**src/rtl/fht_pkg.sv**
```systemverilog
// +----------------------------------------------------------------------+
// | Module      : fht_pkg                                                |
// | Description : Shared types and helpers for the radix-2 FHT core:     |
// |               sequencer state enum, clog2, stage-counter width and   |
// |               the bit-reverse used by the address generator and the  |
// |               data-memory controller.                                |
// | Revision    : 1.0 - initial release                                  |
// +----------------------------------------------------------------------+
`default_nettype none

package fht_pkg;

   // Sequencer states of the twiddle address generator
   typedef enum logic [1:0] {
      ST_IDLE  = 2'd0,
      ST_RUN   = 2'd1,
      ST_GAP   = 2'd2,
      ST_FLUSH = 2'd3
   } fht_state_t;

   // Ceiling log2; returns 0 for values of 0 or 1
   function automatic int fht_clog2(input int value);
      int r;
      int v;
      r = 0;
      v = value - 1;
      while (v > 0) begin
         r = r + 1;
         v = v >> 1;
      end
      return r;
   endfunction

   // Width of the stage counter / oSTAGE port for a 2^n_bit point transform
   function automatic int fht_stage_w(input int n_bit);
      return fht_clog2(n_bit) + 1;
   endfunction

   // Reverse the low nbits of value; bits above nbits come back as zero
   function automatic logic [31:0] fht_bitrev(input logic [31:0] value, input int nbits);
      logic [31:0] r;
      r = '0;
      for (int i = 0; i < 32; i++) begin
         if (i < nbits) begin
            r[i] = value[nbits-1-i];
         end
      end
      return r;
   endfunction

endpackage

`default_nettype wire

```
**src/rtl/fht_align_pipe.sv**
```systemverilog
// +----------------------------------------------------------------------+
// | Module      : fht_align_pipe                                         |
// | Description : DEPTH-deep register pipe with asynchronous clear, used |
// |               to match sideband timing to the ROM read latency.      |
// | Revision    : 1.0 - initial release                                  |
// +----------------------------------------------------------------------+
`default_nettype none

module fht_align_pipe #(
   parameter int WIDTH = 8,
   parameter int DEPTH = 1
) (
   input  logic             clk,
   input  logic             rst,
   input  logic [WIDTH-1:0] i_d,
   output logic [WIDTH-1:0] o_q
);

   logic [WIDTH-1:0] r_pipe [DEPTH];

   genvar gi;
   generate
      for (gi = 0; gi < DEPTH; gi++) begin : g_stage
         if (gi == 0) begin : g_head
            // First stage captures the new word every cycle
            always_ff @(posedge clk or posedge rst) begin
               if (rst) begin
                  r_pipe[0] <= '0;
               end else begin
                  r_pipe[0] <= i_d;
               end
            end
         end else begin : g_body
            // Later stages shift unconditionally so latency is fixed
            always_ff @(posedge clk or posedge rst) begin
               if (rst) begin
                  r_pipe[gi] <= '0;
               end else begin
                  r_pipe[gi] <= r_pipe[gi-1];
               end
            end
         end
      end
   endgenerate

   assign o_q = r_pipe[DEPTH-1];

endmodule

`default_nettype wire

```
**src/rtl/fht_tw_addr_gen.sv**
```systemverilog
// +----------------------------------------------------------------------+
// | Module      : fht_tw_addr_gen                                        |
// | Description : Stage/butterfly sequencer for an in-place radix-2 FHT. |
// |               Drives the twiddle ROM address and emits quadrant      |
// |               select, data indices and stage sideband aligned to the |
// |               ROM read latency.                                      |
// |               Optional: define FHT_BITREV_EN to bit-reverse oIDX_A / |
// |               oIDX_B over N_BIT bits.                                |
// | Revision    : 1.0 - initial release                                  |
// +----------------------------------------------------------------------+
`default_nettype none

module fht_tw_addr_gen
   import fht_pkg::*;
#(
   parameter int N_BIT   = 10,
   parameter int A_BIT   = 10,
   parameter int ROM_LAT = 1,
   parameter int GAP     = 4
) (
   input  logic                            iCLK,
   input  logic                            iRESET,
   input  logic                            iSTART,
   input  logic                            iREADY,
   output logic [A_BIT-1:0]                oADDR,
   output logic                            oBUSY,
   output logic                            oSEL,
   output logic [N_BIT-1:0]                oIDX_A,
   output logic [N_BIT-1:0]                oIDX_B,
   output logic [fht_stage_w(N_BIT)-1:0]   oSTAGE,
   output logic                            oVALID,
   output logic                            oSTAGE_END,
   output logic                            oDONE
);

   localparam int c_sw = fht_stage_w(N_BIT);
   localparam int c_jw = (N_BIT > 1) ? N_BIT - 1 : 1;
   localparam int c_gw = (GAP > 1) ? fht_clog2(GAP) : 1;
   localparam int c_fw = (ROM_LAT > 1) ? fht_clog2(ROM_LAT) : 1;
   localparam int c_pw = 3 + 2 * N_BIT + c_sw;

   localparam logic [c_sw-1:0] c_s_one  = c_sw'(1);
   localparam logic [c_sw-1:0] c_s_last = c_sw'(N_BIT - 1);
   localparam logic [c_jw-1:0] c_j_one  = c_jw'(1);
   localparam logic [c_jw-1:0] c_j_last = c_jw'((1 << (N_BIT - 1)) - 1);
   localparam logic [c_gw-1:0] c_g_one  = c_gw'(1);
   localparam logic [c_gw-1:0] c_g_last = c_gw'((GAP > 0) ? GAP - 1 : 0);
   localparam logic [c_fw-1:0] c_f_one  = c_fw'(1);
   localparam logic [c_fw-1:0] c_f_last = c_fw'(ROM_LAT - 1);

   // Position of butterfly j inside its group: k = j mod 2^s
   function automatic logic [N_BIT-1:0] f_k(input logic [c_sw-1:0] s, input logic [c_jw-1:0] j);
      logic [N_BIT-1:0] mask;
      mask = (N_BIT'(1) << s) - N_BIT'(1);
      return N_BIT'(j) & mask;
   endfunction

   // Quarter-period in k units (M/4); zero for the first stage
   function automatic logic [N_BIT-1:0] f_q(input logic [c_sw-1:0] s);
      return (s == '0) ? '0 : (N_BIT'(1) << (s - c_s_one));
   endfunction

   // Upper-wing index: group base (g * 2^(s+1)) plus offset k
   function automatic logic [N_BIT-1:0] f_idx_a(input logic [c_sw-1:0] s, input logic [c_jw-1:0] j);
      logic [N_BIT-1:0] g;
      g = N_BIT'(j) >> s;
      return (g << (s + c_s_one)) | f_k(s, j);
   endfunction

   // Second quadrant when the angle 2*pi*k/M reaches pi/2
   function automatic logic f_sel(input logic [c_sw-1:0] s, input logic [c_jw-1:0] j);
      return (f_q(s) != '0) && (f_k(s, j) >= f_q(s));
   endfunction

   // Angle folded into [0, pi/2) and scaled to the ROM address range
   function automatic logic [A_BIT-1:0] f_addr(input logic [c_sw-1:0] s, input logic [c_jw-1:0] j);
      logic [N_BIT-1:0] kq;
      int               sh;
      kq = f_sel(s, j) ? (f_k(s, j) - f_q(s)) : f_k(s, j);
      sh = A_BIT + 1 - int'(s);
      return A_BIT'((A_BIT + 2)'(kq) << sh);
   endfunction

   fht_state_t         r_state;
   fht_state_t         w_state_nxt;
   logic [c_sw-1:0]    r_s;
   logic [c_sw-1:0]    w_s_nxt;
   logic [c_jw-1:0]    r_j;
   logic [c_jw-1:0]    w_j_nxt;
   logic [c_gw-1:0]    r_gcnt;
   logic [c_gw-1:0]    w_gcnt_nxt;
   logic [c_fw-1:0]    r_fcnt;
   logic [c_fw-1:0]    w_fcnt_nxt;
   logic [A_BIT-1:0]   r_addr;
   logic [A_BIT-1:0]   w_addr_nxt;
   logic               r_done;
   logic               w_done_nxt;
   logic               w_fire;
   logic               w_last;
   logic               w_sel;
   logic [N_BIT-1:0]   w_idx_a;
   logic [N_BIT-1:0]   w_idx_b;
   logic [N_BIT-1:0]   w_ia_out;
   logic [N_BIT-1:0]   w_ib_out;
   logic [c_pw-1:0]    w_pipe_d;
   logic [c_pw-1:0]    w_pipe_q;

   assign w_last  = (r_j == c_j_last);
   assign w_sel   = f_sel(r_s, r_j);
   assign w_idx_a = f_idx_a(r_s, r_j);
   assign w_idx_b = w_idx_a | (N_BIT'(1) << r_s);

`ifdef FHT_BITREV_EN
   assign w_ia_out = N_BIT'(fht_bitrev(32'(w_idx_a), N_BIT));
   assign w_ib_out = N_BIT'(fht_bitrev(32'(w_idx_b), N_BIT));
`else
   assign w_ia_out = w_idx_a;
   assign w_ib_out = w_idx_b;
`endif

   // State, counters and the ROM address register
   always_ff @(posedge iCLK or posedge iRESET) begin
      if (iRESET) begin
         r_state <= ST_IDLE;
         r_s     <= '0;
         r_j     <= '0;
         r_gcnt  <= '0;
         r_fcnt  <= '0;
         r_addr  <= '0;
         r_done  <= 1'b0;
      end else begin
         r_state <= w_state_nxt;
         r_s     <= w_s_nxt;
         r_j     <= w_j_nxt;
         r_gcnt  <= w_gcnt_nxt;
         r_fcnt  <= w_fcnt_nxt;
         r_done  <= w_done_nxt;
         if (w_fire) begin
            r_addr <= w_addr_nxt;
         end
      end
   end

   // Next-state logic: walk butterflies, insert stage gaps, flush the pipe
   always_comb begin
      w_state_nxt = r_state;
      w_s_nxt     = r_s;
      w_j_nxt     = r_j;
      w_gcnt_nxt  = r_gcnt;
      w_fcnt_nxt  = r_fcnt;
      w_done_nxt  = 1'b0;
      w_fire      = 1'b0;
      case (r_state)
         ST_IDLE: begin
            if (iSTART) begin
               w_state_nxt = ST_RUN;
               w_s_nxt     = '0;
               w_j_nxt     = '0;
            end
         end
         ST_RUN: begin
            if (iREADY) begin
               w_fire = 1'b1;
               if (w_last) begin
                  w_j_nxt = '0;
                  if (r_s == c_s_last) begin
                     w_state_nxt = ST_FLUSH;
                     w_s_nxt     = '0;
                     w_fcnt_nxt  = '0;
                  end else begin
                     w_s_nxt     = r_s + c_s_one;
                     w_gcnt_nxt  = '0;
                     w_state_nxt = (GAP == 0) ? ST_RUN : ST_GAP;
                  end
               end else begin
                  w_j_nxt = r_j + c_j_one;
               end
            end
         end
         ST_GAP: begin
            if (r_gcnt == c_g_last) begin
               w_gcnt_nxt  = '0;
               w_state_nxt = ST_RUN;
            end else begin
               w_gcnt_nxt = r_gcnt + c_g_one;
            end
         end
         ST_FLUSH: begin
            if (r_fcnt == c_f_last) begin
               w_fcnt_nxt  = '0;
               w_done_nxt  = 1'b1;
               w_state_nxt = ST_IDLE;
            end else begin
               w_fcnt_nxt = r_fcnt + c_f_one;
            end
         end
         default: begin
            w_state_nxt = ST_IDLE;
         end
      endcase
   end

   // Address for the butterfly that becomes current after this fire
   always_comb begin
      w_addr_nxt = f_addr(w_s_nxt, w_j_nxt);
   end

   assign w_pipe_d = {w_fire, w_sel, w_ia_out, w_ib_out, r_s, w_fire & w_last};

   fht_align_pipe #(
      .WIDTH (c_pw),
      .DEPTH (ROM_LAT)
   ) u_align (
      .clk (iCLK),
      .rst (iRESET),
      .i_d (w_pipe_d),
      .o_q (w_pipe_q)
   );

   assign {oVALID, oSEL, oIDX_A, oIDX_B, oSTAGE, oSTAGE_END} = w_pipe_q;
   assign oADDR = r_addr;
   assign oBUSY = (r_state == ST_RUN) || (r_state == ST_GAP);
   assign oDONE = r_done;

endmodule

`default_nettype wire

```
**config.mk**
```make
export PLATFORM = sky130hd
export DESIGN_NAME = fht_tw_addr_gen
export DESIGN_NICKNAME = d
export VERILOG_FILES = /design/src/rtl/fht_pkg.sv /design/src/rtl/fht_align_pipe.sv /design/src/rtl/fht_tw_addr_gen.sv
export SDC_FILE = /design/constraint.sdc
export NUM_CORES = 1
export LEC_CHECK = 0
export BUFFER_PORTS_ARGS = -buffer_cell sky130_fd_sc_hd__clkbuf_2
export CAP_MARGIN = 15
export CORE_MARGIN = 2
export CORE_UTILIZATION = 61
export DETAILED_ROUTE_END_ITERATION = 12
export GPL_TIMING_DRIVEN = 0
export PLACE_DENSITY = 0.85
export SLEW_MARGIN = 25
export SYNTH_ARGS = -nofsm -noshare
export SYNTH_HDL_FRONTEND = slang
export SYNTH_SLANG_ARGS = --single-unit
```
**constraint.sdc**
```tcl
create_clock -name iCLK -period 7.8 [get_ports iCLK]
set_input_delay 1.56 -clock iCLK [delete_from_list [all_inputs] [get_ports iCLK]]
set_output_delay 1.56 -clock iCLK [all_outputs]
set_load 0.01 [all_outputs]
```
==> results of run 1 <==
[state kept, by name, summed over array words and instances, names as in the netlist]
signal and cells:
oADDR 10, r_j 9, u_align.o_q 28, oDONE 1, r_state 2, r_gcnt 2, r_s 5
[metal layers]
layer	share of wire [%]	global-route usage, %	up-vias
met5	0	0	-
met4	4.7	15.34	0
met3	7.2	6.008	61
met2	47	52.29	262
met1	41	39.93	2306
li1	-	-	2235
[cells by family (layout without fill, tap and decap cells)]
| family | Yosys count | count (layout) | share of synthesized area [%] |
|---|---|---|---|
| buffers and inverters | 52 | 111 | 4.724 |
| and+or+nand+nor | 194 | 194 | 19.04 |
| AOI/OAI and AO/OA | 175 | 175 | 25.16 |
| xor gates and xnor gates | 20 | 20 | 3.982 |
| muxes | 38 | 38 | 8.855 |
| DFF | 57 | 57 | 28.20 |
| adders and majority gates | 40 | 40 | 10.04 |
[synthesized netlist by cell type (8+ instances only)]
master	count
sky130_fd_sc_hd__nand2_1	68
sky130_fd_sc_hd__dfrtp_1	57
sky130_fd_sc_hd__o21ai_0	43
sky130_fd_sc_hd__ha_1	39
sky130_fd_sc_hd__nor2_1	36
sky130_fd_sc_hd__a21o_1	23
sky130_fd_sc_hd__a21oi_1	23
sky130_fd_sc_hd__mux2i_1	23
sky130_fd_sc_hd__clkbuf_1	18
sky130_fd_sc_hd__inv_1	18
sky130_fd_sc_hd__nand3_1	18
sky130_fd_sc_hd__nor3_1	13
sky130_fd_sc_hd__and2_1	11
sky130_fd_sc_hd__xnor2_1	11
sky130_fd_sc_hd__mux2_2	10
sky130_fd_sc_hd__nand2b_1	9
sky130_fd_sc_hd__a31oi_1	8
[worst paths after layout]
path / start / to / slack [ps] / cells past startpoint
hold / removal: r_s[4]$_DFF_PP0_ / u_align.o_q[5]$_DFF_PP0_ / 420 / 0
max in group asynchronous: iRESET / oADDR[7]$_DFFE_PP0P_ / 6010 / 2
min in group asynchronous: iRESET / r_gcnt[0]$_DFFE_PP0P_ / 1320 / 2
hold reg to reg: r_s[4]$_DFF_PP0_ / u_align.o_q[5]$_DFF_PP0_ / 420 / 0
setup reg to reg: r_j[4]$_DFF_PP0_ / oADDR[4]$_DFFE_PP0P_ / 780 / 28
setup / recovery: iREADY / oADDR[4]$_DFFE_PP0P_ / 710 / 26
[final cells by class]
| cell class | count | share of cell area, % |
|---|---|---|
| multi-input cells | 467 | 60.20 |
| flip-flops and latches | 57 | 25.31 |
| repair buffers | 43 | 3.818 |
| plain buffers | 29 | 2.708 |
| clock buffers | 11 | 2.686 |
| well taps | 105 | 2.331 |
| inverters | 23 | 1.576 |
| clock inverters | 5 | 1.376 |
[where the power goes]
part	internal, mW	switching (mW)
combinational	0.0820	0.125
sequential	0.334	0.0334
clock	0.196	0.125
==> tab_implementation.tex, run 1 <==
\begin{tabular}{lr}
\hline
Metric & Value \\
\hline
\multicolumn{2}{l}{\textbf{Synth}} \\
\quad Sequential cell area fraction in the yosys report & 28.20\% \\
\quad EDFF count, synth & 0 \\
\quad Cell count after synthesis & 576 \\
\quad Mapped Avg Cell Area & 8.782 um2 \\
\quad Count of yosys warnings during synthesis & 0 \\
\quad Predominant post-synthesis flop cell & sky130\_fd\_sc\_hd\_\_dfrtp\_1 \\
\quad Area leader, netlist & sky130\_fd\_sc\_hd\_\_dfrtp\_1 \\
\quad Number of register bits inferred by synthesis & 57 \\
\quad Post-Synthesis Cell Area & 5059 um2 \\
\quad Async SR Flop Fraction & 100.0\% \\
\quad Share of the synthesized area in the top cell type & 28.20\% \\
\quad Synth cell types & 84 \\
\quad Leading post-synthesis cells by cell area & sky130\_fd\_sc\_hd\_\_dfrtp\_1 (28\%), sky130\_fd\_sc\_hd\_\_ha\_1 (9.6\%), sky130\_fd\_sc\_hd\_\_nand2\_1 (5.0\%) \\
\quad Net count of the mapped netlist & 620 \\
\multicolumn{2}{l}{\textbf{Route}} \\
\quad Routed WL & 13870 um \\
\quad First-pass DRT Iterations & 5 \\
\quad Number of antenna-violating nets in the routed design & 0 \\
\quad Routed vias/inst & 6.573 \\
\quad Routed len/inst & 18.74 um \\
\quad Detailed router's first-iteration violation count & 390 \\
\quad Number of vias after detailed routing & 4864 \\
\quad Post-route DRC & 0 \\
\multicolumn{2}{l}{\textbf{Clock tree}} \\
\quad Setup Fix Bufs, Post-CTS & 0 \\
\quad Cell at the root of the clock tree & sky130\_fd\_sc\_hd\_\_clkbuf\_8 \\
\quad Post-CTS Hold Fix Bufs & 0 \\
\quad Register clock-pin slew on the reported worst setup and hold paths & 70 ps \\
\quad Sink Count & 57 \\
\quad TritonCTS buffer count & 9 \\
\quad CTS max path bufs & 2 \\
\quad Number of resized instances in the post-cts repair step & 0 \\
\quad Clock tree from TritonCTS & built \\
\quad Clk Latency, worst-skew pair & 340 ps \\
\quad \# H-tree levels & 3 \\
\multicolumn{2}{l}{\textbf{Final layout}} \\
\quad Fill cells & 626 \\
\quad Sequential cell area & 1426 um2 \\
\quad Post-route non-filler standard cell count & 740 \\
\quad Final standard cell utilization of the core & 69.30\% \\
\quad Most common cell after layout, fill and taps aside & sky130\_fd\_sc\_hd\_\_nand2\_1 \\
\quad Most used cells in the layout excluding fill and tap cells & sky130\_fd\_sc\_hd\_\_nand2\_1 (68), sky130\_fd\_sc\_hd\_\_dfrtp\_1 (57), sky130\_fd\_sc\_hd\_\_o21ai\_0 (43), sky130\_fd\_sc\_hd\_\_clkbuf\_2 (43), sky130\_fd\_sc\_hd\_\_ha\_1 (39) \\
\quad Number of nets in the final layout & 674 \\
\quad Final design area excluding fillers & 5637 um2 \\
\quad Multi-input gate area & 3393 um2 \\
\quad Fraction of final layout cells with drive strength greater than 1 & 17.17\% \\
\quad Area added between synthesis and finish & 11.43\% \\
\quad N\_diodes & 0 \\
\multicolumn{2}{l}{\textbf{Hold path}} \\
\quad Class of the most critical hold timing path & reg2reg \\
\multicolumn{2}{l}{\textbf{Setup path}} \\
\quad Bufs and invs on worst path & 6 \\
\quad Critical path start-end classification & in2reg \\
\quad Standard cell with the maximum stage delay on the critical path & sky130\_fd\_sc\_hd\_\_clkbuf\_1 \\
\quad Data arrival time at the worst-slack endpoint & 7330 ps \\
\quad Largest stage delay on the critical path & 430 ps \\
\quad Startpoint types & input pin \\
\quad Worst Path Max Fanout & 11 \\
\quad Nature of the critical path endpoint & flop \\
\quad Worst EP required & 8040 ps \\
\quad Family of cells with the greatest summed delay on the critical path & compound AO/OA/AOI/OAI gates \\
\multicolumn{2}{l}{\textbf{Die}} \\
\quad Die Ht & 95.07 um \\
\quad Number of placement rows & 33 \\
\quad Starting density of the core & 62.19\% \\
\quad Die X-Extent & 95.07 um \\
\quad Number of top-level pins & 44 \\
\quad Placeable core region & 8134 um2 \\
\quad Total Die Area & 9037 um2 \\
\multicolumn{2}{l}{\textbf{Global route}} \\
\quad Maximum number of pins on one net before global-route repair & 58 \\
\quad Tot GR Track Use & 31.74\% \\
\quad Number of antenna violations at the first check in global routing & 0 \\
\quad Global-route wire length before repair & 22650 um \\
\quad Total congestion overflow & 0 \\
\quad Via count of the first global-routing pass & 4758 \\
\multicolumn{2}{l}{\textbf{Placed design}} \\
\quad Cell Area, Placed & 5408 um2 \\
\quad \# placed instances & 724 \\
\quad Final Wtd Congestion & 0.9775 \\
\quad Worst slack at placement & 468.7 ps \\
\quad Half-perimeter wire length after placement & 10340 um \\
\quad Count of input and output buffers & 43 \\
\multicolumn{2}{l}{\textbf{Outcome}} \\
\quad Run status & finished clean \\
\multicolumn{2}{l}{\textbf{STA}} \\
\quad Final Hold Viols & 0 \\
\quad Post-route clock period utilization & 90.94\% \\
\quad Actual transition at the worst max-transition pin & 794.2 ps \\
\quad Post-layout min period & 7093 ps \\
\quad Slew Limit Headroom & 46.65\% \\
\quad Final-report setup violation count & 0 \\
\quad RSZ-0062 raised after global routing & false \\
\quad Hold Slack & 418.6 ps \\
\quad Maximum clock frequency & 141.0 MHz \\
\quad Slew Viols, Final & 0 \\
\quad Smallest setup slack after layout & 706.7 ps \\
\quad Clk\_skew & 10.60 ps \\
\quad Total negative setup slack & 0 ps \\
\multicolumn{2}{l}{\textbf{Flow run}} \\
\quad Max-cap viol count & 0 \\
\multicolumn{2}{l}{\textbf{Power}} \\
\quad Leakage power & 2.619 nW \\
\quad Total power & 0.8960 mW \\
\quad Maximum vdd drop & 0.00008553 V \\
\quad PD cells & 159.0 nW/um2 \\
\hline
\end{tabular}
No activity file was read; power rests on OpenSTA's default activity.
==> inputs of run 2 (changes only) <==
--- a/config.mk
+++ b/config.mk
@@ -11,7 +11,8 @@
 export CORE_UTILIZATION = 61
 export DETAILED_ROUTE_END_ITERATION = 12
 export GPL_TIMING_DRIVEN = 0
-export PLACE_DENSITY = 0.85
+export PLACE_DENSITY = 0.81
+export SKIP_LAST_GASP = 1
 export SLEW_MARGIN = 25
 export SYNTH_ARGS = -nofsm -noshare
 export SYNTH_HDL_FRONTEND = slang
==> run 2 against run 1 <==
- sequential cell count stayed put
- highest routed layer unchanged
- non-clock buffer count rose by 1
- register-to-register slack is essentially flat
- sequential share of layout area about the same
- count of clock-buffer cells in the layout up 2
- via count decreased by 2.2%
- die area stayed put
- critical path type unchanged
- largest cell class unchanged
==> tab_implementation.tex, run 2 (synthesized netlist as in run 1, its figures left out) <==
\begin{tabular}{lr}
\hline
Metric & Value \\
\hline
\multicolumn{2}{l}{\textbf{STA}} \\
\quad Post-layout min period & 7125 ps \\
\quad Final-report setup violation count & 0 \\
\quad Total negative setup slack & 0 ps \\
\quad Post-route clock period utilization & 91.35\% \\
\quad Slew Limit Headroom & 47.66\% \\
\quad Actual transition at the worst max-transition pin & 779.0 ps \\
\quad Clk\_skew & 12.36 ps \\
\quad Smallest setup slack after layout & 674.9 ps \\
\quad Slew Viols, Final & 0 \\
\quad Maximum clock frequency & 140.4 MHz \\
\quad Hold Slack & 387.9 ps \\
\quad Final Hold Viols & 0 \\
\quad RSZ-0062 raised after global routing & false \\
\multicolumn{2}{l}{\textbf{Die}} \\
\quad Number of top-level pins & 44 \\
\quad Number of placement rows & 33 \\
\quad Starting density of the core & 62.19\% \\
\quad Total Die Area & 9037 um2 \\
\quad Placeable core region & 8134 um2 \\
\quad Die Ht & 95.07 um \\
\quad Die X-Extent & 95.07 um \\
\multicolumn{2}{l}{\textbf{Route}} \\
\quad Routed len/inst & 18.66 um \\
\quad Detailed router's first-iteration violation count & 347 \\
\quad First-pass DRT Iterations & 10 \\
\quad Routed vias/inst & 6.417 \\
\quad Routed WL & 13830 um \\
\quad Number of vias after detailed routing & 4755 \\
\quad Number of antenna-violating nets in the routed design & 0 \\
\quad Post-route DRC & 0 \\
\multicolumn{2}{l}{\textbf{Clock tree}} \\
\quad Clock tree from TritonCTS & built \\
\quad Cell at the root of the clock tree & sky130\_fd\_sc\_hd\_\_clkbuf\_8 \\
\quad Post-CTS Hold Fix Bufs & 0 \\
\quad CTS max path bufs & 2 \\
\quad Register clock-pin slew on the reported worst setup and hold paths & 70 ps \\
\quad Sink Count & 57 \\
\quad Setup Fix Bufs, Post-CTS & 0 \\
\quad Clk Latency, worst-skew pair & 340 ps \\
\quad TritonCTS buffer count & 9 \\
\quad \# H-tree levels & 3 \\
\quad Number of resized instances in the post-cts repair step & 0 \\
\multicolumn{2}{l}{\textbf{Global route}} \\
\quad Number of antenna violations at the first check in global routing & 0 \\
\quad Global-route wire length before repair & 22210 um \\
\quad Via count of the first global-routing pass & 4486 \\
\quad Tot GR Track Use & 31.64\% \\
\quad Maximum number of pins on one net before global-route repair & 40 \\
\quad Total congestion overflow & 0 \\
\multicolumn{2}{l}{\textbf{Setup path}} \\
\quad Data arrival time at the worst-slack endpoint & 7350 ps \\
\quad Family of cells with the greatest summed delay on the critical path & compound AO/OA/AOI/OAI gates \\
\quad Standard cell with the maximum stage delay on the critical path & sky130\_fd\_sc\_hd\_\_clkbuf\_1 \\
\quad Startpoint types & input pin \\
\quad Largest stage delay on the critical path & 420 ps \\
\quad Critical path start-end classification & in2reg \\
\quad Nature of the critical path endpoint & flop \\
\quad Worst EP required & 8030 ps \\
\quad Bufs and invs on worst path & 6 \\
\quad Worst Path Max Fanout & 11 \\
\multicolumn{2}{l}{\textbf{Final layout}} \\
\quad Most used cells in the layout excluding fill and tap cells & sky130\_fd\_sc\_hd\_\_nand2\_1 (68), sky130\_fd\_sc\_hd\_\_dfrtp\_1 (57), sky130\_fd\_sc\_hd\_\_o21ai\_0 (43), sky130\_fd\_sc\_hd\_\_clkbuf\_2 (43), sky130\_fd\_sc\_hd\_\_ha\_1 (39) \\
\quad Number of nets in the final layout & 675 \\
\quad Area added between synthesis and finish & 11.28\% \\
\quad Most common cell after layout, fill and taps aside & sky130\_fd\_sc\_hd\_\_nand2\_1 \\
\quad Fraction of final layout cells with drive strength greater than 1 & 17.30\% \\
\quad N\_diodes & 0 \\
\quad Max FFs per register & 28 \\
\quad Final standard cell utilization of the core & 69.20\% \\
\multicolumn{2}{l}{\textbf{Power}} \\
\quad Switching power & 0.2746 mW \\
\quad Power share of the sequential group & 43.4\% \\
\quad Internal power contribution & 0.5669 mW \\
\quad Maximum vdd drop & 0.00008134 V \\
\quad PD cells & 149.5 nW/um2 \\
\quad Switching share of power & 32.63\% \\
\quad Part of the power in the clock network & 32.3\% \\
\quad Combinational fraction of design power & 24.3\% \\
\quad Leakage power & 2.607 nW \\
\multicolumn{2}{l}{\textbf{Placed design}} \\
\quad Half-perimeter wire length after placement & 10620 um \\
\quad Final Wtd Congestion & 0.9370 \\
\quad Worst slack at placement & 416.4 ps \\
\quad Count of input and output buffers & 43 \\
\multicolumn{2}{l}{\textbf{Flow run}} \\
\quad Max-cap viol count & 0 \\
\multicolumn{2}{l}{\textbf{Hold path}} \\
\quad Class of the most critical hold timing path & reg2reg \\
\multicolumn{2}{l}{\textbf{Outcome}} \\
\quad Run status & finished clean \\
\hline
\end{tabular}
-- run 2: routing by layer --
layer | part of all wire, % | vias up | wire length, um | global-route usage (%)
met5 | 0 | - | 0 | 0
met4 | 3.6 | 0 | 495 | 13.16
met3 | 5.5 | 41 | 758 | 4.269
met2 | 49 | 209 | 6823 | 54.28
met1 | 42 | 2268 | 5748 | 39.94
li1 | - | 2237 | - | -
-- run 2: worst paths after layout --
kind / start / end / slack (ps) / depth (start not counted)
worst max-delay path: iREADY / oADDR[4]$_DFFE_PP0P_ / 670 / 26
worst max register to register: r_j[0]$_DFF_PP0_ / oADDR[4]$_DFFE_PP0P_ / 780 / 28
max in group asynchronous: iRESET / r_s[2]$_DFF_PP0_ / 6180 / 3
worst min-delay path: r_s[4]$_DFF_PP0_ / u_align.o_q[5]$_DFF_PP0_ / 390 / 0
worst min register to register: r_s[4]$_DFF_PP0_ / u_align.o_q[5]$_DFF_PP0_ / 390 / 0
min in group asynchronous: iRESET / u_align.o_q[25]$_DFF_PP0_ / 1140 / 2
-- run 2: per-stage QoR --
| step | instance area, um2 | cells | power, mW |
|---|---|---|---|
| final | 5629 | 741 | 0.8414 |
| after global routing | 5629 | 741 | 0.8879 |
| after CTS | 5629 | 741 | 0.8416 |
| after detailed placement | 5428 | 725 | 0.5694 |
| after global placement | 5405 | 724 | 0.5630 |
| after floorplan | 5059 | 576 | 0.4949 |
-- run 2: layout make-up --
class                      instances  area (um2)
clock buffer                      13       178.9
multi-input combinational        467        3393
tap                              105       131.4
buffer                            29       152.6
timing repair buffer              44       235.2
fill                             669        2505
sequential                        57        1426
inverter                          23       88.84
clock inverter                     3       22.52
-- run 2: worst reg2reg max path, delay by kind of cell (launching register included) --
kind                       cells  cell delay [ps]
DFF                            1              480
muxes                          3              740
AOI/OAI and AO/OA              8             2090
buffers and inverters          5              810
and+or+nand+nor                6             1150
xor gates and xnor gates       1              230
adders and majority gates      5             1420
-- run 2: power groups by stage --
stage          combinational, mW  sequential (mW)  clock, mW
5_1_grt                    0.226            0.371      0.291
6_report                   0.204            0.365      0.272
3_5_place_dp               0.199            0.370          0
2_1_floorplan              0.120            0.375          0
4_1_cts                    0.202            0.364      0.275
3_3_place_gp               0.194            0.369          0
==> inputs of run 3 (changes only) <==
--- a/config.mk
+++ b/config.mk
@@ -5,6 +5,7 @@
 export SDC_FILE = /design/constraint.sdc
 export NUM_CORES = 1
 export LEC_CHECK = 0
+export ABC_AREA = 1
 export BUFFER_PORTS_ARGS = -buffer_cell sky130_fd_sc_hd__clkbuf_2
 export CAP_MARGIN = 15
 export CORE_MARGIN = 2
==> run 3 against run 2 <==
- final area fell by 1.3%
- global-route usage grew 1.1 points
- power up 22%
- clock skew increased by 2.6 ps
- first-iteration DRC count grew 31%
- routed wire length decreased by 0.79%
- fmax up 22%
- register-to-register slack gained 1200 ps
- critical path type is now reg2reg
- largest power group unchanged
==> tab_implementation.tex, run 3 <==
\begin{tabular}{lr}
\hline
Metric & Value \\
\hline
\multicolumn{2}{l}{\textbf{Outcome}} \\
\quad Run status & finished clean \\
\multicolumn{2}{l}{\textbf{Final layout}} \\
\quad Sequential cell area & 1426 um2 \\
\quad Fill cells & 737 \\
\quad N\_diodes & 0 \\
\quad Number of nets in the final layout & 821 \\
\quad Max FFs per register & 28 \\
\quad Final standard cell utilization of the core & 68.68\% \\
\quad Final design area excluding fillers & 5558 um2 \\
\quad Most common cell after layout, fill and taps aside & sky130\_fd\_sc\_hd\_\_nand2\_1 \\
\quad Multi-input gate area & 3120 um2 \\
\quad Most used cells in the layout excluding fill and tap cells & sky130\_fd\_sc\_hd\_\_nand2\_1 (149), sky130\_fd\_sc\_hd\_\_inv\_1 (80), sky130\_fd\_sc\_hd\_\_nor2\_1 (72) \\
\quad Fraction of final layout cells with drive strength greater than 1 & 16.26\% \\
\quad Area added between synthesis and finish & 10.86\% \\
\quad Post-route non-filler standard cell count & 886 \\
\multicolumn{2}{l}{\textbf{Synth}} \\
\quad Leading post-synthesis cells by cell area & sky130\_fd\_sc\_hd\_\_dfrtp\_1 (28\%), sky130\_fd\_sc\_hd\_\_nand2\_1 (11\%), sky130\_fd\_sc\_hd\_\_ha\_1 (9.7\%) \\
\quad EDFF count, synth & 0 \\
\quad Synth cell types & 50 \\
\quad Number of register bits inferred by synthesis & 57 \\
\quad Count of yosys warnings during synthesis & 0 \\
\quad Cell count after synthesis & 723 \\
\quad Async SR Flop Fraction & 100.0\% \\
\quad Mapped Avg Cell Area & 6.934 um2 \\
\quad Predominant post-synthesis flop cell & sky130\_fd\_sc\_hd\_\_dfrtp\_1 \\
\quad Net count of the mapped netlist & 767 \\
\quad Post-Synthesis Cell Area & 5014 um2 \\
\quad Top cells by instance count after synthesis & sky130\_fd\_sc\_hd\_\_nand2\_1 (149), sky130\_fd\_sc\_hd\_\_inv\_1 (81), sky130\_fd\_sc\_hd\_\_nor2\_1 (72) \\
\quad Sequential cell area fraction in the yosys report & 28.45\% \\
\quad Cell with the most instances after synthesis & sky130\_fd\_sc\_hd\_\_nand2\_1 \\
\quad Share of the synthesized area in the top cell type & 28.45\% \\
\quad Area leader, netlist & sky130\_fd\_sc\_hd\_\_dfrtp\_1 \\
\multicolumn{2}{l}{\textbf{Clock tree}} \\
\quad Cell at the root of the clock tree & sky130\_fd\_sc\_hd\_\_clkbuf\_8 \\
\quad Number of resized instances in the post-cts repair step & 0 \\
\quad \# H-tree levels & 3 \\
\quad Setup Fix Bufs, Post-CTS & 0 \\
\quad Post-CTS Hold Fix Bufs & 0 \\
\quad TritonCTS buffer count & 9 \\
\quad Clock tree from TritonCTS & built \\
\quad Sink Count & 57 \\
\quad CTS max path bufs & 2 \\
\quad Clk Latency, worst-skew pair & 340 ps \\
\quad Register clock-pin slew on the reported worst setup and hold paths & 70 ps \\
\multicolumn{2}{l}{\textbf{Die}} \\
\quad Die Ht & 94.66 um \\
\quad Number of placement rows & 33 \\
\quad Total Die Area & 8961 um2 \\
\quad Die X-Extent & 94.66 um \\
\quad Placeable core region & 8093 um2 \\
\quad Number of top-level pins & 44 \\
\quad Starting density of the core & 61.95\% \\
\multicolumn{2}{l}{\textbf{Setup path}} \\
\quad Critical path start-end classification & reg2reg \\
\quad Nature of the critical path endpoint & flop \\
\quad Worst Path Max Fanout & 11 \\
\quad Bufs and invs on worst path & 6 \\
\quad Flop2flop setup slack & 1970 ps \\
\quad Startpoint types & flop \\
\quad Worst-case reg-to-reg path depth & 30 \\
\quad Data arrival time at the worst-slack endpoint & 6110 ps \\
\quad Reg2Reg Capture Point & oADDR[2]\$\_DFFE\_PP0P\_ \\
\quad Family of cells with the greatest summed delay on the critical path & simple AND/OR/NAND/NOR gates \\
\quad CP endpoint & oADDR[2]\$\_DFFE\_PP0P\_ \\
\quad Standard cell with the maximum stage delay on the critical path & sky130\_fd\_sc\_hd\_\_dfrtp\_1 \\
\quad Cell seen most often among critical-path stages & sky130\_fd\_sc\_hd\_\_nand2\_1 \\
\quad R2R Path Start & r\_s[1]\$\_DFF\_PP0\_ \\
\quad CP Launch Point & r\_s[1]\$\_DFF\_PP0\_ \\
\quad Cell depth of the worst setup path & 30 \\
\quad Worst EP required & 8070 ps \\
\quad Largest stage delay on the critical path & 550 ps \\
\multicolumn{2}{l}{\textbf{Global route}} \\
\quad Number of antenna violations at the first check in global routing & 0 \\
\quad Via count of the first global-routing pass & 4704 \\
\quad Total congestion overflow & 0 \\
\quad Maximum number of pins on one net before global-route repair & 58 \\
\quad Tot GR Track Use & 32.73\% \\
\quad Global-route wire length before repair & 23060 um \\
\multicolumn{2}{l}{\textbf{STA}} \\
\quad Post-route clock period utilization & 74.81\% \\
\quad Slew Viols, Final & 0 \\
\quad Hold Slack & 372.0 ps \\
\quad Total negative setup slack & 0 ps \\
\quad Post-layout min period & 5835 ps \\
\quad Final-report setup violation count & 0 \\
\quad RSZ-0062 raised after global routing & false \\
\quad Smallest setup slack after layout & 1965 ps \\
\quad Final Hold Viols & 0 \\
\quad Maximum clock frequency & 171.4 MHz \\
\quad Actual transition at the worst max-transition pin & 693.9 ps \\
\quad Slew Limit Headroom & 53.74\% \\
\quad Clk\_skew & 15.00 ps \\
\multicolumn{2}{l}{\textbf{Placed design}} \\
\quad Final Wtd Congestion & 0.9771 \\
\quad Worst slack at placement & 1874 ps \\
\quad Count of input and output buffers & 43 \\
\quad Half-perimeter wire length after placement & 10840 um \\
\quad Cell Area, Placed & 5363 um2 \\
\quad \# placed instances & 871 \\
\multicolumn{2}{l}{\textbf{Power}} \\
\quad Total power & 1.030 mW \\
\quad Leakage power & 2.882 nW \\
\quad PD cells & 185.3 nW/um2 \\
\quad Maximum vdd drop & 0.0001786 V \\
\multicolumn{2}{l}{\textbf{Route}} \\
\quad Routed WL & 13720 um \\
\quad Post-route DRC & 0 \\
\quad Routed len/inst & 15.48 um \\
\quad Met1 WL & 6080 um \\
\quad Uppermost layer routed & met4 \\
\quad DR WL met3 & 981 um \\
\quad First-pass DRT Iterations & 5 \\
\quad Met2 routed WL & 6439 um \\
\quad Number of antenna-violating nets in the routed design & 0 \\
\quad Routed vias/inst & 5.696 \\
\quad Number of vias after detailed routing & 5047 \\
\quad Detailed router's first-iteration violation count & 454 \\
\multicolumn{2}{l}{\textbf{Flow run}} \\
\quad Max-cap viol count & 0 \\
\multicolumn{2}{l}{\textbf{Hold path}} \\
\quad Class of the most critical hold timing path & reg2reg \\
\hline
\end{tabular}
[run 3: cell count changes after synthesis, moves of 10 or more]
cell / previous run / this run
sky130_fd_sc_hd__mux2i_1: 23 / 4
sky130_fd_sc_hd__nor2_1: 36 / 72
sky130_fd_sc_hd__nand4_1: 3 / 23
sky130_fd_sc_hd__a21oi_1: 23 / 33
sky130_fd_sc_hd__inv_1: 18 / 81
sky130_fd_sc_hd__nand2_1: 68 / 149
sky130_fd_sc_hd__nand3_1: 18 / 68
sky130_fd_sc_hd__a21o_1: 23 / 1
sky130_fd_sc_hd__nand2_2: 1 / 20
sky130_fd_sc_hd__mux2_2: 10 / 0
sky130_fd_sc_hd__clkbuf_1: 18 / 8
sky130_fd_sc_hd__and2_1: 11 / 1
[run 3: cell families after synthesis]
group | Yosys count | synth area share (%)
AOI/OAI and AO/OA | 119 | 13.60
adders and majority gates | 40 | 10.13
muxes | 4 | 0.7986
buffers and inverters | 113 | 9.309
and+or+nand+nor | 380 | 35.96
xor gates and xnor gates | 10 | 1.747
DFF | 57 | 28.45
[run 3: layout make-up]
class	count	area share [%]
tap	105	2.364
sequential	57	25.66
buffer	18	1.914
inverter	95	6.529
timing repair buffer	43	3.872
clock buffer	12	2.792
multi-input combinational	553	56.15
clock inverter	3	0.7204
[run 3: power breakdown]
group / switching, mW / leakage (nW) / internal [mW]
Clock: 0.123 / 0.102 / 0.162
Sequential: 0.0337 / 0.771 / 0.352
Combinational: 0.242 / 2.01 / 0.116
[run 3: how the worst min path moves through the flow]
stage	startpoint	end	cells past startpoint	slack, ps
after floorplan	r_s[4]$_DFF_PP0_	u_align.o_q[5]$_DFF_PP0_	0	350
after global placement	r_s[4]$_DFF_PP0_	u_align.o_q[5]$_DFF_PP0_	0	360
after detailed placement	r_s[4]$_DFF_PP0_	u_align.o_q[5]$_DFF_PP0_	0	360
after CTS	r_s[3]$_DFF_PP0_	u_align.o_q[4]$_DFF_PP0_	0	370
after global routing	r_s[3]$_DFF_PP0_	u_align.o_q[4]$_DFF_PP0_	0	380
final	r_s[3]$_DFF_PP0_	u_align.o_q[4]$_DFF_PP0_	0	370
[run 3: per-layer routing]
layer  track usage, %  up-vias
met5                0        -
met4            9.662        0
met3            3.751       20
met2            52.42      214
met1            46.52     2290
li1                 -     2523
